### config.mk
export PLATFORM = sky130hd
export DESIGN_NAME = dram_bus_arbiter
export DESIGN_NICKNAME = d
export VERILOG_FILES = /design/src/rtl/dram_bus_arbiter_pkg.sv /design/src/rtl/dram_bus_arbiter_port_mux.sv /design/src/rtl/dram_bus_arbiter.sv
export SDC_FILE = /design/constraint.sdc
export NUM_CORES = 1
export LEC_CHECK = 0
export ABC_AREA = 1
export CAP_MARGIN = 5
export CORE_AREA = 2 2 65 67
export CTS_BUF_LIST = sky130_fd_sc_hd__clkbuf_8
export DETAILED_ROUTE_END_ITERATION = 8
export DIE_AREA = 0 0 67 69
export DONT_BUFFER_PORTS = 1
export GPL_TIMING_DRIVEN = 1
export PLACE_DENSITY = 0.73
export SLEW_MARGIN = 20
export SYNTH_ARGS = -nofsm -noshare
export SYNTH_HDL_FRONTEND = slang
export SYNTH_HIERARCHICAL = 1
export SYNTH_SLANG_ARGS = --single-unit
### constraint.sdc
create_clock -name Clock -period 1.33 [get_ports Clock]
set_input_delay 0.3325 -clock Clock [delete_from_list [all_inputs] [get_ports Clock]]
set_output_delay 0.3325 -clock Clock [all_outputs]
set_load 0.02 [all_outputs]
### src/rtl/dram_bus_arbiter_pkg.sv
// Shared types and constants for the two-master DRAM bus arbiter.
// Holds the arbiter state encoding and the bundle carried from a master to the DRAM side.
package dram_bus_arbiter_pkg;

  typedef enum logic [1:0] {
    ST_IDLE    = 2'b00,
    ST_GRANT_A = 2'b01,
    ST_GRANT_B = 2'b10,
    ST_RELEASE = 2'b11
  } arb_state_t;

  localparam logic STROBE_OFF = 1'b1;

  localparam int PORT_A = 0;
  localparam int PORT_B = 1;

  // Everything a master presents to the DRAM controller; strobes are active low.
  typedef struct packed {
    logic        sel_n;
    logic        as_n;
    logic        we_n;
    logic        uds_n;
    logic        lds_n;
    logic [31:0] addr;
    logic [15:0] wdata;
  } dram_bus_t;

  localparam dram_bus_t BUS_IDLE = '{
    sel_n: STROBE_OFF, as_n: STROBE_OFF, we_n: STROBE_OFF,
    uds_n: STROBE_OFF, lds_n: STROBE_OFF, addr: 32'h0, wdata: 16'h0
  };

endpackage

### src/rtl/dram_bus_arbiter_port_mux.sv
// Combinational 2:1 selection of the granted master's bus bundle onto the DRAM side,
// plus routing of the DRAM Dtack back to the granted master only.
module arb_port_mux
  import dram_bus_arbiter_pkg::*;
(
  input  logic      grant_a,
  input  logic      grant_b,
  input  dram_bus_t bus_a,
  input  dram_bus_t bus_b,
  input  logic      dtack_dram,
  output dram_bus_t bus_dram,
  output logic      dtack_a,
  output logic      dtack_b
);

  always_comb begin
    bus_dram = BUS_IDLE;
    dtack_a  = STROBE_OFF;
    dtack_b  = STROBE_OFF;
    if (grant_a) begin
      bus_dram = bus_a;
      dtack_a  = dtack_dram;
    end else if (grant_b) begin
      bus_dram = bus_b;
      dtack_b  = dtack_dram;
    end
  end

endmodule

### src/rtl/dram_bus_arbiter.sv
// Two-master DRAM bus arbiter: port A has priority, port B is guaranteed service after
// MaxConsecA back-to-back A grants; grants are held for a master's whole bus cycle.
module dram_bus_arbiter
  import dram_bus_arbiter_pkg::*;
#(
  parameter int MaxConsecA = 4,
  parameter int GapCycles  = 1
) (
  input  logic        Clock,
  input  logic        Reset_H,
  input  logic        SelA_L,
  input  logic        SelB_L,
  input  logic        ASA_L,
  input  logic        ASB_L,
  input  logic        WEA_L,
  input  logic        WEB_L,
  input  logic        UDSA_L,
  input  logic        LDSA_L,
  input  logic        UDSB_L,
  input  logic        LDSB_L,
  input  logic [31:0] AddrA,
  input  logic [31:0] AddrB,
  input  logic [15:0] WDataA,
  input  logic [15:0] WDataB,
  input  logic        DtackFromDram_L,
  output logic        DramSelect_L,
  output logic        AS_Dram_L,
  output logic        WE_Dram_L,
  output logic        UDS_Dram_L,
  output logic        LDS_Dram_L,
  output logic [31:0] Addr_Dram,
  output logic [15:0] WData_Dram,
  output logic        DtackA_L,
  output logic        DtackB_L,
  output logic        GrantA_H,
  output logic        GrantB_H,
  output logic [1:0]  ArbState
);

  arb_state_t state_reg, state_next;
  logic [3:0] consec_a_reg, consec_a_next;
  logic [2:0] gap_cnt_reg, gap_cnt_next;

  logic req_a, req_b, end_a, end_b;
  dram_bus_t port_bus [2];
  dram_bus_t dram_bus;

  assign req_a = !SelA_L && !ASA_L;
  assign req_b = !SelB_L && !ASB_L;
  assign end_a = SelA_L && ASA_L;
  assign end_b = SelB_L && ASB_L;

  always_ff @(posedge Clock or posedge Reset_H) begin
    if (Reset_H) begin
      state_reg    <= ST_IDLE;
      consec_a_reg <= 4'd0;
      gap_cnt_reg  <= 3'd0;
    end else begin
      state_reg    <= state_next;
      consec_a_reg <= consec_a_next;
      gap_cnt_reg  <= gap_cnt_next;
    end
  end

  always_comb begin
    state_next    = state_reg;
    consec_a_next = consec_a_reg;
    gap_cnt_next  = gap_cnt_reg;
    case (state_reg)
      ST_IDLE: begin
        if (!req_b) consec_a_next = 4'd0;
        if (req_a && req_b) begin
          // B wins only once A has had its quota of consecutive grants.
          if (consec_a_reg == 4'(MaxConsecA)) begin
            state_next    = ST_GRANT_B;
            consec_a_next = 4'd0;
          end else begin
            state_next    = ST_GRANT_A;
            consec_a_next = consec_a_reg + 4'd1;
          end
        end else if (req_a) begin
          state_next = ST_GRANT_A;
        end else if (req_b) begin
          state_next    = ST_GRANT_B;
          consec_a_next = 4'd0;
        end
      end
      ST_GRANT_A: if (end_a) state_next = ST_RELEASE;
      ST_GRANT_B: if (end_b) state_next = ST_RELEASE;
      ST_RELEASE: begin
        if (gap_cnt_reg == 3'(GapCycles - 1)) begin
          state_next   = ST_IDLE;
          gap_cnt_next = 3'd0;
        end else begin
          gap_cnt_next = gap_cnt_reg + 3'd1;
        end
      end
      default: state_next = ST_IDLE;
    endcase
  end

  assign port_bus[PORT_A] = '{sel_n: SelA_L, as_n: ASA_L, we_n: WEA_L, uds_n: UDSA_L,
                              lds_n: LDSA_L, addr: AddrA, wdata: WDataA};
  assign port_bus[PORT_B] = '{sel_n: SelB_L, as_n: ASB_L, we_n: WEB_L, uds_n: UDSB_L,
                              lds_n: LDSB_L, addr: AddrB, wdata: WDataB};

  assign GrantA_H = (state_reg == ST_GRANT_A);
  assign GrantB_H = (state_reg == ST_GRANT_B);
  assign ArbState = state_reg;

  arb_port_mux u_mux (
    .grant_a    (GrantA_H),
    .grant_b    (GrantB_H),
    .bus_a      (port_bus[PORT_A]),
    .bus_b      (port_bus[PORT_B]),
    .dtack_dram (DtackFromDram_L),
    .bus_dram   (dram_bus),
    .dtack_a    (DtackA_L),
    .dtack_b    (DtackB_L)
  );

  assign DramSelect_L = dram_bus.sel_n;
  assign AS_Dram_L    = dram_bus.as_n;
  assign WE_Dram_L    = dram_bus.we_n;
  assign UDS_Dram_L   = dram_bus.uds_n;
  assign LDS_Dram_L   = dram_bus.lds_n;
  assign Addr_Dram    = dram_bus.addr;
  assign WData_Dram   = dram_bus.wdata;

endmodule

==> flow_summary.yaml, run 1 <==
outcome:
  status: "complete, but fails checks"
  violations: "setup timing"
global_routing:
  grt_pass1_wl_mm: 7.87
  busiest_layer: "met2"
  grt_max_degree: 21
  grt_use_met1_pct: 24.5
  met2_usage_pct: 38.5
  grt_pass1_vias: 1766
  grt-ovfl-total: 0
  grt_usage_pct: 20.9
  antenna_found_initial: 0
  gr-usage-met3_pct: 3.43
clock_tree:
  cts.sinks: 9
  cts_max_level: 1
  cts_tree: "yes"
  insertion_delay_ns: 0.24
  cts_buffers: 3
  cts-root-buf: "clkbuf_8"
  clkTransAtPathRegs_ns: 0.05
  cts_buffer_depth: 2
place:
  place_ws_ns: -0.153
  place_hpwl_mm: 4.14
  portBuffers: 0
  gp_congestion: 0.801
  place_area_sq_mm: 0.00238
yosys:
  syn_inst: 280
  ys_top_cells_by_area: "nand2_1, nand3_2, dfrtp_1, buf_12, ha_1"
  synth_seq_cells: 9
  yosysWarnings: 6
  synthesis.nets: 397
  synth.yosys.seq_area_share_pct: 12.2
  synth.top_cell.area_share_pct: 27.9
  syn-cell-area_sq_mm: 0.00185
  yosys.area.top_type: "nand2_1"
  synth_cell_type_count: 24
  postSynthAreaPerCell_sq_um: 6.59
critical_path:
  path_delay_family: "flip-flops"
  worstPathCellList: "ha_4 -> buf_12 -> inv_16 -> clkbuf_16 -> nand3_2 -> nand2_4"
  crit_path_end_kind: "output port"
  critPathKind: "flop to output port"
  crit_path_top_delay_cell: "dfrtp_2"
  cp_max_fo: 9
  critPathMaxStageDelay_ns: 0.43
  worstPathArrival_ns: 1.44
  critPathBufInv: 3
  start_kind: "flop"
  cp_data_required_time_ns: 1.00
final_layout:
  layout_common_cells: "nand2_1, nand2_4, nand3_2"
  diodes: 0
  multi_input_area_sq_mm: 0.00179
  largest_reg_flops: 4
  postLayoutCellArea_sq_mm: 0.00279
  area_growth_pct: 51.1
  drive_gt1_share_pct: 58.4
  final_common_cell: "nand2_1"
  seqCellArea_sq_um: 228
  fin_nets: 426
  num-fill-cells: 310
routing:
  drt-total-wl_mm: 5.63
  wl_per_cell_um: 15.7
  vias_per_cell: 5.21
  vias: 1866
  antenna_left: 0
  first_pass_iters: 4
  drc: 0
  drt_iter0_drc: 59
pwr:
  ir_worst_vdd_v: 0.00149
  powerDensity_mw_per_mm2: 2650
  p_leak_uw: 0.00127
floorplan:
  dieArea_sq_mm: 0.00462
  die_x_um: 67
  io_pins: 168
  rows: 23
  die_y_um: 69
  start_util_pct: 47.2
  core_area_sq_mm: 0.00391
sta:
  period_needed_ns: 1.77
  max_slew_margin_pct: 76.1
  tightest_slew_ns: 0.358
  worst_slack_ns: -0.443
  maxSlewViolCount: 0
  maxClockFrequency_mhz: 564
  finalSetupViolCount: 60
  hold_viol_final: 0
  rsz0062_at_grt: "yes"
  min_period_over_period_pct: 133
  skew_ns: 0.00371
min_path:
  hp-class: "input port to flop"
job:
  drv_cap: 0
## where the power goes
| group | leakage (uW) | total, uW | switching, uW | internal, uW |
|---|---|---|---|---|
| Clock | 0.0000255 | 328 | 122 | 205 |
| Sequential | 0.000119 | 370 | 45.9 | 324 |
| Combinational | 0.00113 | 6700 | 3960 | 2730 |
## tightest hold or removal path: stages
cell and delay, ns:
nor2_2 0.02, nand2_1 0.10, o22ai_2 0.07
## cells by family after synthesis
logic type	Yosys count	synth area share (%)
xor gates and xnor gates	1	0.475
buffers and inverters	41	17.5
and+or+nand+nor	215	62.4
DFF	9	12.2
adders and majority gates	8	5.42
AOI/OAI and AO/OA	6	2.03
## repair_timing
| action | CTS | global route |
|---|---|---|
| hold buffers | 1 | 0 |
| pin swaps | 3 | 7 |
| buffers inserted | 4 | 9 |
| cloned | 0 | 6 |
| hold endpoints to repair | 9 | 0 |
| setup endpoints to repair | 63 | 63 |
| gates resized for setup | 8 | 25 |
## cell type report
| type | count | share of cell area, % |
|---|---|---|
| clock inverters | 1 | 0.180 |
| multi-input cells | 230 | 64.3 |
| well taps | 50 | 2.24 |
| repair inverters | 1 | 0.314 |
| inverters | 23 | 3.68 |
| flip-flops and latches | 9 | 8.17 |
| clock buffers | 3 | 1.48 |
| repair buffers | 41 | 19.7 |
## Yosys cell counts (all sizes together)
cell      n
a21o      1
a21oi     1
buf      18
clkinv    1
dfrtp     9
ha        8
inv      22
nand2   143
nand3    59
nand4     1
nor2      9
nor3      1
o21ai     3
o22ai     1
or2       2
xor2      1
## path summary, 6_finish.rpt
check | startpoint | end | slack (ns) | depth (start not counted)
max | ArbState[0] | Addr_Dram[17] | -0.44 | 6
min | SelA_L | consec_a_reg[1] | 0.34 | 3
max reg2reg | ArbState[1] | ArbState[1] | -0.12 | 10
min reg2reg | gap_cnt_reg[2] | gap_cnt_reg[2] | 0.51 | 1
max in group asynchronous | Reset_H | ArbState[0] | 0.55 | 2
min in group asynchronous | Reset_H | consec_a_reg[0] | 0.50 | 2
## stage by stage
step	setup TNS [ns]	hold slack, ns	cells	util (%)	total power (uW)
detailed placement	-7.83	0.206	336	60.8	5940
finish	-23.11	0.337	358	71.2	7390
global route	-26.43	0.354	358	71.2	7870
global placement	-6.42	0.207	336	60.8	5880
CTS	-21.95	0.325	344	63.7	6440
floorplan	-13.10	0.160	280	-	5230
## routing by layer
metal | vias up | wire [um] | part of all wire (%)
li1 | 935 | - | -
met1 | 836 | 2100 | 37
met2 | 82 | 2970 | 53
met3 | 13 | 456 | 8.1
met4 | 0 | 99 | 1.8
met5 | - | 0 | 0
Power figures use the tool's default switching activity.
==> run 2: changes to the inputs <==
--- a/config.mk
+++ b/config.mk
@@ -6,7 +6,7 @@
 export NUM_CORES = 1
 export LEC_CHECK = 0
 export ABC_AREA = 1
-export CAP_MARGIN = 5
+export CAP_MARGIN = 25
 export CORE_AREA = 2 2 65 67
 export CTS_BUF_LIST = sky130_fd_sc_hd__clkbuf_8
 export DETAILED_ROUTE_END_ITERATION = 8
@@ -14,6 +14,7 @@
 export DONT_BUFFER_PORTS = 1
 export GPL_TIMING_DRIVEN = 1
 export PLACE_DENSITY = 0.73
+export REMOVE_ABC_BUFFERS = 1
 export SLEW_MARGIN = 20
 export SYNTH_ARGS = -nofsm -noshare
 export SYNTH_HDL_FRONTEND = slang
==> run 2 against run 1 <==
Net effect: the run still ends with setup timing left; first-iteration DRC count grew 12%; power grew 18%; combinational power grew 20%; flip-flop and latch count is the same; sequential power is essentially flat; clock skew grew 0.0025 ns; clock power shrank 5%; count of clock-buffer cells in the layout is the same; register-to-register slack lost 0.13 ns; non-clock buffer count grew 6.
==> flow_summary.yaml, run 2 (synthesis results as in run 1) <==
outcome:
  status: "complete, but fails checks"
  violations: "setup timing"
critical_path:
  start_kind: "flop"
  crit_start: "ArbState[1]"
  crit_path_end_kind: "output port"
  worstReg2RegStart: "ArbState[0]"
  r2r_end: "ArbState[0]"
  r2r_cells: 9
  cp_data_required_time_ns: 1.00
  r2r_slack_ns: -0.25
  critPathKind: "flop to output port"
  cp_max_fo: 10
  worstPathArrival_ns: 1.46
routing:
  drt-total-wl_mm: 7.63
  vias: 2060
  drt_iter0_drc: 66
  drc: 0
  vias_per_cell: 5.66
  first_pass_iters: 4
  wl_per_cell_um: 21.0
  antenna_left: 0
clock_tree:
  clkTransAtPathRegs_ns: 0.05
  cts.sinks: 9
  cts-root-buf: "clkbuf_8"
  insertion_delay_ns: 0.24
  cts_buffers: 3
  cts_tree: "yes"
  cts_buffer_depth: 2
  cts_max_level: 1
floorplan:
  die_y_um: 69
  core_area_sq_mm: 0.00391
  io_pins: 168
  start_util_pct: 47.2
  die_x_um: 67
  rows: 23
  dieArea_sq_mm: 0.00462
place:
  gp_congestion: 0.992
  portBuffers: 0
  place_ws_ns: -0.273
  place_hpwl_mm: 4.64
pwr:
  clkPwrFrac_pct: 3.6
  p_seq_share_pct: 4.3
  p_leak_uw: 0.00138
  power.switching_uw: 4840
  intPower_uw: 3880
  combPwrFrac_pct: 92.1
  swShare_pct: 55.5
  p_total_uw: 8720
  ir_worst_vdd_v: 0.00147
  powerDensity_mw_per_mm2: 2730
sta:
  tns_ns: -25.59
  period_needed_ns: 1.79
  worst_slack_ns: -0.465
  tightest_slew_ns: 0.360
  maxClockFrequency_mhz: 557
  worst_hold_slack_ns: 0.344
  maxSlewViolCount: 0
  rsz0062_at_grt: "yes"
  skew_ns: 0.00619
  finalSetupViolCount: 68
  max_slew_margin_pct: 75.9
  min_period_over_period_pct: 135
  hold_viol_final: 0
global_routing:
  grt_usage_pct: 28.0
  grt_max_degree: 32
  grt_pass1_vias: 1999
  antenna_found_initial: 0
  grt_pass1_wl_mm: 9.93
  grt-ovfl-total: 0
min_path:
  hold_end: "consec_a_reg[1]"
  min-delay-start: "SelA_L"
  whs_path_depth: 3
  hp-class: "input port to flop"
final_layout:
  final_common_cell: "nand2_1"
  num-fill-cells: 247
  layout_common_cells: "nand2_1, nand2_4, nand3_2"
  fin_nets: 432
  drive_gt1_share_pct: 61.8
  area_growth_pct: 73.4
  diodes: 0
  largest_reg_flops: 4
job:
  drv_cap: 0
[run 2: power groups by stage]
| stage | logic [uW] | clock network [uW] | registers [uW] |
|---|---|---|---|
| after floorplan | 3120 | 0 | 401 |
| after global placement | 4690 | 0 | 350 |
| after detailed placement | 4730 | 0 | 356 |
| after CTS | 6720 | 312 | 365 |
| after global routing | 8400 | 333 | 378 |
| final | 8040 | 313 | 372 |
[run 2: area by class of cell]
class                      count  area, sq um  area share [%]
inverter                      23          103            3.21
clock inverter                 1         3.75           0.117
tap                           50         62.6            1.95
sequential                     9          226            7.08
clock buffer                   3         41.3            1.29
multi-input combinational    230         2050            63.9
timing repair buffer          47          707            22.1
timing repair inverter         1         11.3           0.352
[run 2: how the worst max path moves through the flow]
stage                    end  slack [ns]  cells past startpoint
2_1_floorplan       DtackB_L       -1.90                      3
6_report          UDS_Dram_L       -0.46                      6
4_1_cts        Addr_Dram[25]       -0.44                      5
3_3_place_gp   WData_Dram[1]       -0.24                      7
3_5_place_dp   WData_Dram[3]       -0.27                      7
5_1_grt        Addr_Dram[27]       -0.50                      6
[run 2: timing repair]
action,CTS,global route
hold buffers,1,0
endpoints found under the hold margin,9,0
setup buffers,8,5
gates resized for setup,140,53
setup endpoints to repair,63,68
cloned,5,6
pin swaps,9,31
[run 2: per-stage QoR]
| step | cells | utilization, % | cell area (sq um) |
|---|---|---|---|
| global route | 364 | 81.8 | 3200 |
| CTS | 354 | 70.3 | 2750 |
| finish | 364 | 81.8 | 3200 |
| floorplan | 262 | - | 1620 |
| global placement | 336 | 50.3 | 1970 |
| detailed placement | 336 | 50.3 | 1970 |
[run 2: worst max-delay path, stage by stage, from the launching register on]
cell	delay [ns]
dfrtp_1	0.40
inv_2	0.09
ha_4	0.14
buf_12	0.17
buf_12	0.15
nand2_1	0.14
nand2_4	0.12
[run 2: metal layers]
metal | vias up | wire length (um) | GRT usage [%]
met4 | 0 | 189 | 9.52
met2 | 124 | 3870 | 46.2
li1 | 948 | - | -
met1 | 970 | 2610 | 31.0
met5 | - | 0 | 0
met3 | 18 | 965 | 13.1
==> run 3: changes to the inputs <==
--- a/config.mk
+++ b/config.mk
@@ -8,13 +8,14 @@
 export ABC_AREA = 1
 export CAP_MARGIN = 25
 export CORE_AREA = 2 2 65 67
-export CTS_BUF_LIST = sky130_fd_sc_hd__clkbuf_8
+export CTS_BUF_LIST = sky130_fd_sc_hd__clkbuf_8 sky130_fd_sc_hd__clkbuf_16
 export DETAILED_ROUTE_END_ITERATION = 8
 export DIE_AREA = 0 0 67 69
 export DONT_BUFFER_PORTS = 1
 export GPL_TIMING_DRIVEN = 1
 export PLACE_DENSITY = 0.73
 export REMOVE_ABC_BUFFERS = 1
+export SKIP_CTS_REPAIR_TIMING = 1
 export SLEW_MARGIN = 20
 export SYNTH_ARGS = -nofsm -noshare
 export SYNTH_HDL_FRONTEND = slang
==> run 3 against run 2 <==
Net effect: worst hold slack worse by 0.026 ns; power fell by 14%; critical endpoint unchanged; sequential share of layout area increased by 0.98 points; critical path type unchanged; core utilization shrank 10 points; clock power about the same; wire length shrank 8.7%; cell count is 2.5% lower; die area stayed put; via count fell by 6.2%; the flow still finishes with violations (setup timing).
==> flow_summary.yaml, run 3 (synthesis results as in run 1) <==
final_layout:
  multi_input_area_sq_mm: 0.00183
  drive_gt1_share_pct: 56.1
  fin_nets: 423
  final_common_cell: "nand2_1"
  area_growth_pct: 51.5
  largest_reg_flops: 4
  layout_common_cells: "nand2_1, nand2_4, nand3_2"
  postLayoutCellArea_sq_mm: 0.00280
  diodes: 0
  seqCellArea_sq_um: 225
  num-fill-cells: 302
routing:
  drt-total-wl_mm: 6.97
  vias: 1932
  drc: 0
  drt_iter0_drc: 65
  vias_per_cell: 5.44
  wl_per_cell_um: 19.6
  antenna_left: 0
  first_pass_iters: 4
pwr:
  intPower_uw: 3180
  clkPwrFrac_pct: 4.1
  powerDensity_mw_per_mm2: 2690
  p_seq_share_pct: 4.8
  ir_worst_vdd_v: 0.00130
  swShare_pct: 57.7
  p_total_uw: 7530
  combPwrFrac_pct: 91.1
  p_leak_uw: 0.00125
  power.switching_uw: 4340
critical_path:
  cp_data_required_time_ns: 1.00
  worstPathArrival_ns: 1.46
  crit_path_end_kind: "output port"
  r2r_slack_ns: -0.20
  start_kind: "flop"
  crit_start: "ArbState[1]"
  cp_max_fo: 17
  critPathKind: "flop to output port"
  worstReg2RegStart: "ArbState[0]"
  critPathCapture: "UDS_Dram_L"
  r2r_cells: 8
  r2r_end: "ArbState[0]"
job:
  drv_cap: 0
clock_tree:
  cts_tree: "yes"
  cts.sinks: 9
  cts_buffer_depth: 2
  clkTransAtPathRegs_ns: 0.05
  insertion_delay_ns: 0.24
  cts_buffers: 3
  cts_max_level: 1
  cts-root-buf: "clkbuf_8"
sta:
  maxClockFrequency_mhz: 558
  min_period_over_period_pct: 135
  worst_hold_slack_ns: 0.318
  tightest_slew_ns: 0.358
  skew_ns: 0.00560
  rsz0062_at_grt: "yes"
  finalSetupViolCount: 63
  maxSlewViolCount: 0
  hold_viol_final: 0
  worst_slack_ns: -0.462
  max_slew_margin_pct: 76.1
  period_needed_ns: 1.79
place:
  place_ws_ns: -0.273
  place_area_sq_mm: 0.00197
  place_hpwl_mm: 4.64
  gp_congestion: 0.992
  portBuffers: 0
global_routing:
  antenna_found_initial: 0
  grt_pass1_wl_mm: 8.00
  grt_max_degree: 32
  grt_pass1_vias: 1613
  grt_usage_pct: 22.5
  grt-ovfl-total: 0
floorplan:
  start_util_pct: 47.2
  rows: 23
  die_y_um: 69
  die_x_um: 67
  core_area_sq_mm: 0.00391
  dieArea_sq_mm: 0.00462
  io_pins: 168
min_path:
  hp-class: "input port to flop"
outcome:
  violations: "setup timing"
  status: "complete, but fails checks"
## run 3: cell types whose count changed in the layout (fill, tap and decap cells not counted), sizes merged
cell / previous run / this run
buf: 40 / 32
clkbuf: 9 / 8
clkinv: 1 / 2
inv: 24 / 23
## run 3: how the worst min path moves through the flow
stage,startpoint,to,slack [ns],cells after the start
5_1_grt,SelA_L,consec_a_reg[1],0.35,3
3_3_place_gp,Reset_H,consec_a_reg[0],0.21,1
3_5_place_dp,Reset_H,consec_a_reg[0],0.22,1
2_1_floorplan,Reset_H,ArbState[0],0.16,1
4_1_cts,Reset_H,consec_a_reg[1],-0.03,1
6_report,SelA_L,consec_a_reg[1],0.32,3
## run 3: area by class of cell
type                            instances  area share (%)
Clock inverter                          1           0.134
Multi-Input combinational cell        230            65.5
Clock buffer                            3            1.48
Timing Repair Buffer                   38            18.2
Tap cell                               50            2.24
Inverter                               23            4.03
Timing Repair inverter                  1           0.403
Sequential cell                         9            8.05
## run 3: layer usage
layer,up-vias,track usage [%],wire length [um]
met5,-,0,0
met4,0,3.40,95
met3,13,8.32,903
met2,113,37.7,3350
met1,876,27.7,2620
li1,930,-,-
## run 3: power groups by stage
| stage | Clock (uW) | Sequential [uW] | Combinational, uW |
|---|---|---|---|
| floorplan | 0 | 401 | 3120 |
| finish | 311 | 362 | 6850 |
| detailed placement | 0 | 356 | 4730 |
| global route | 333 | 367 | 7240 |
| global placement | 0 | 350 | 4690 |
| CTS | 312 | 352 | 4750 |
## run 3: per-stage QoR
stage	util [%]	TNS (ns)	instances
CTS	51.5	-27.57	340
global placement	50.3	-11.78	336
global route	71.5	-27.37	355
detailed placement	50.3	-13.01	336
finish	71.5	-23.86	355
floorplan	-	-100.39	262
## run 3: critical path, cell delays in order, from the launching register on
cell     delay [ns]
dfrtp_1        0.39
inv_2          0.09
ha_4           0.15
buf_12         0.16
buf_12         0.16
nand2_1        0.14
nand2_4        0.12
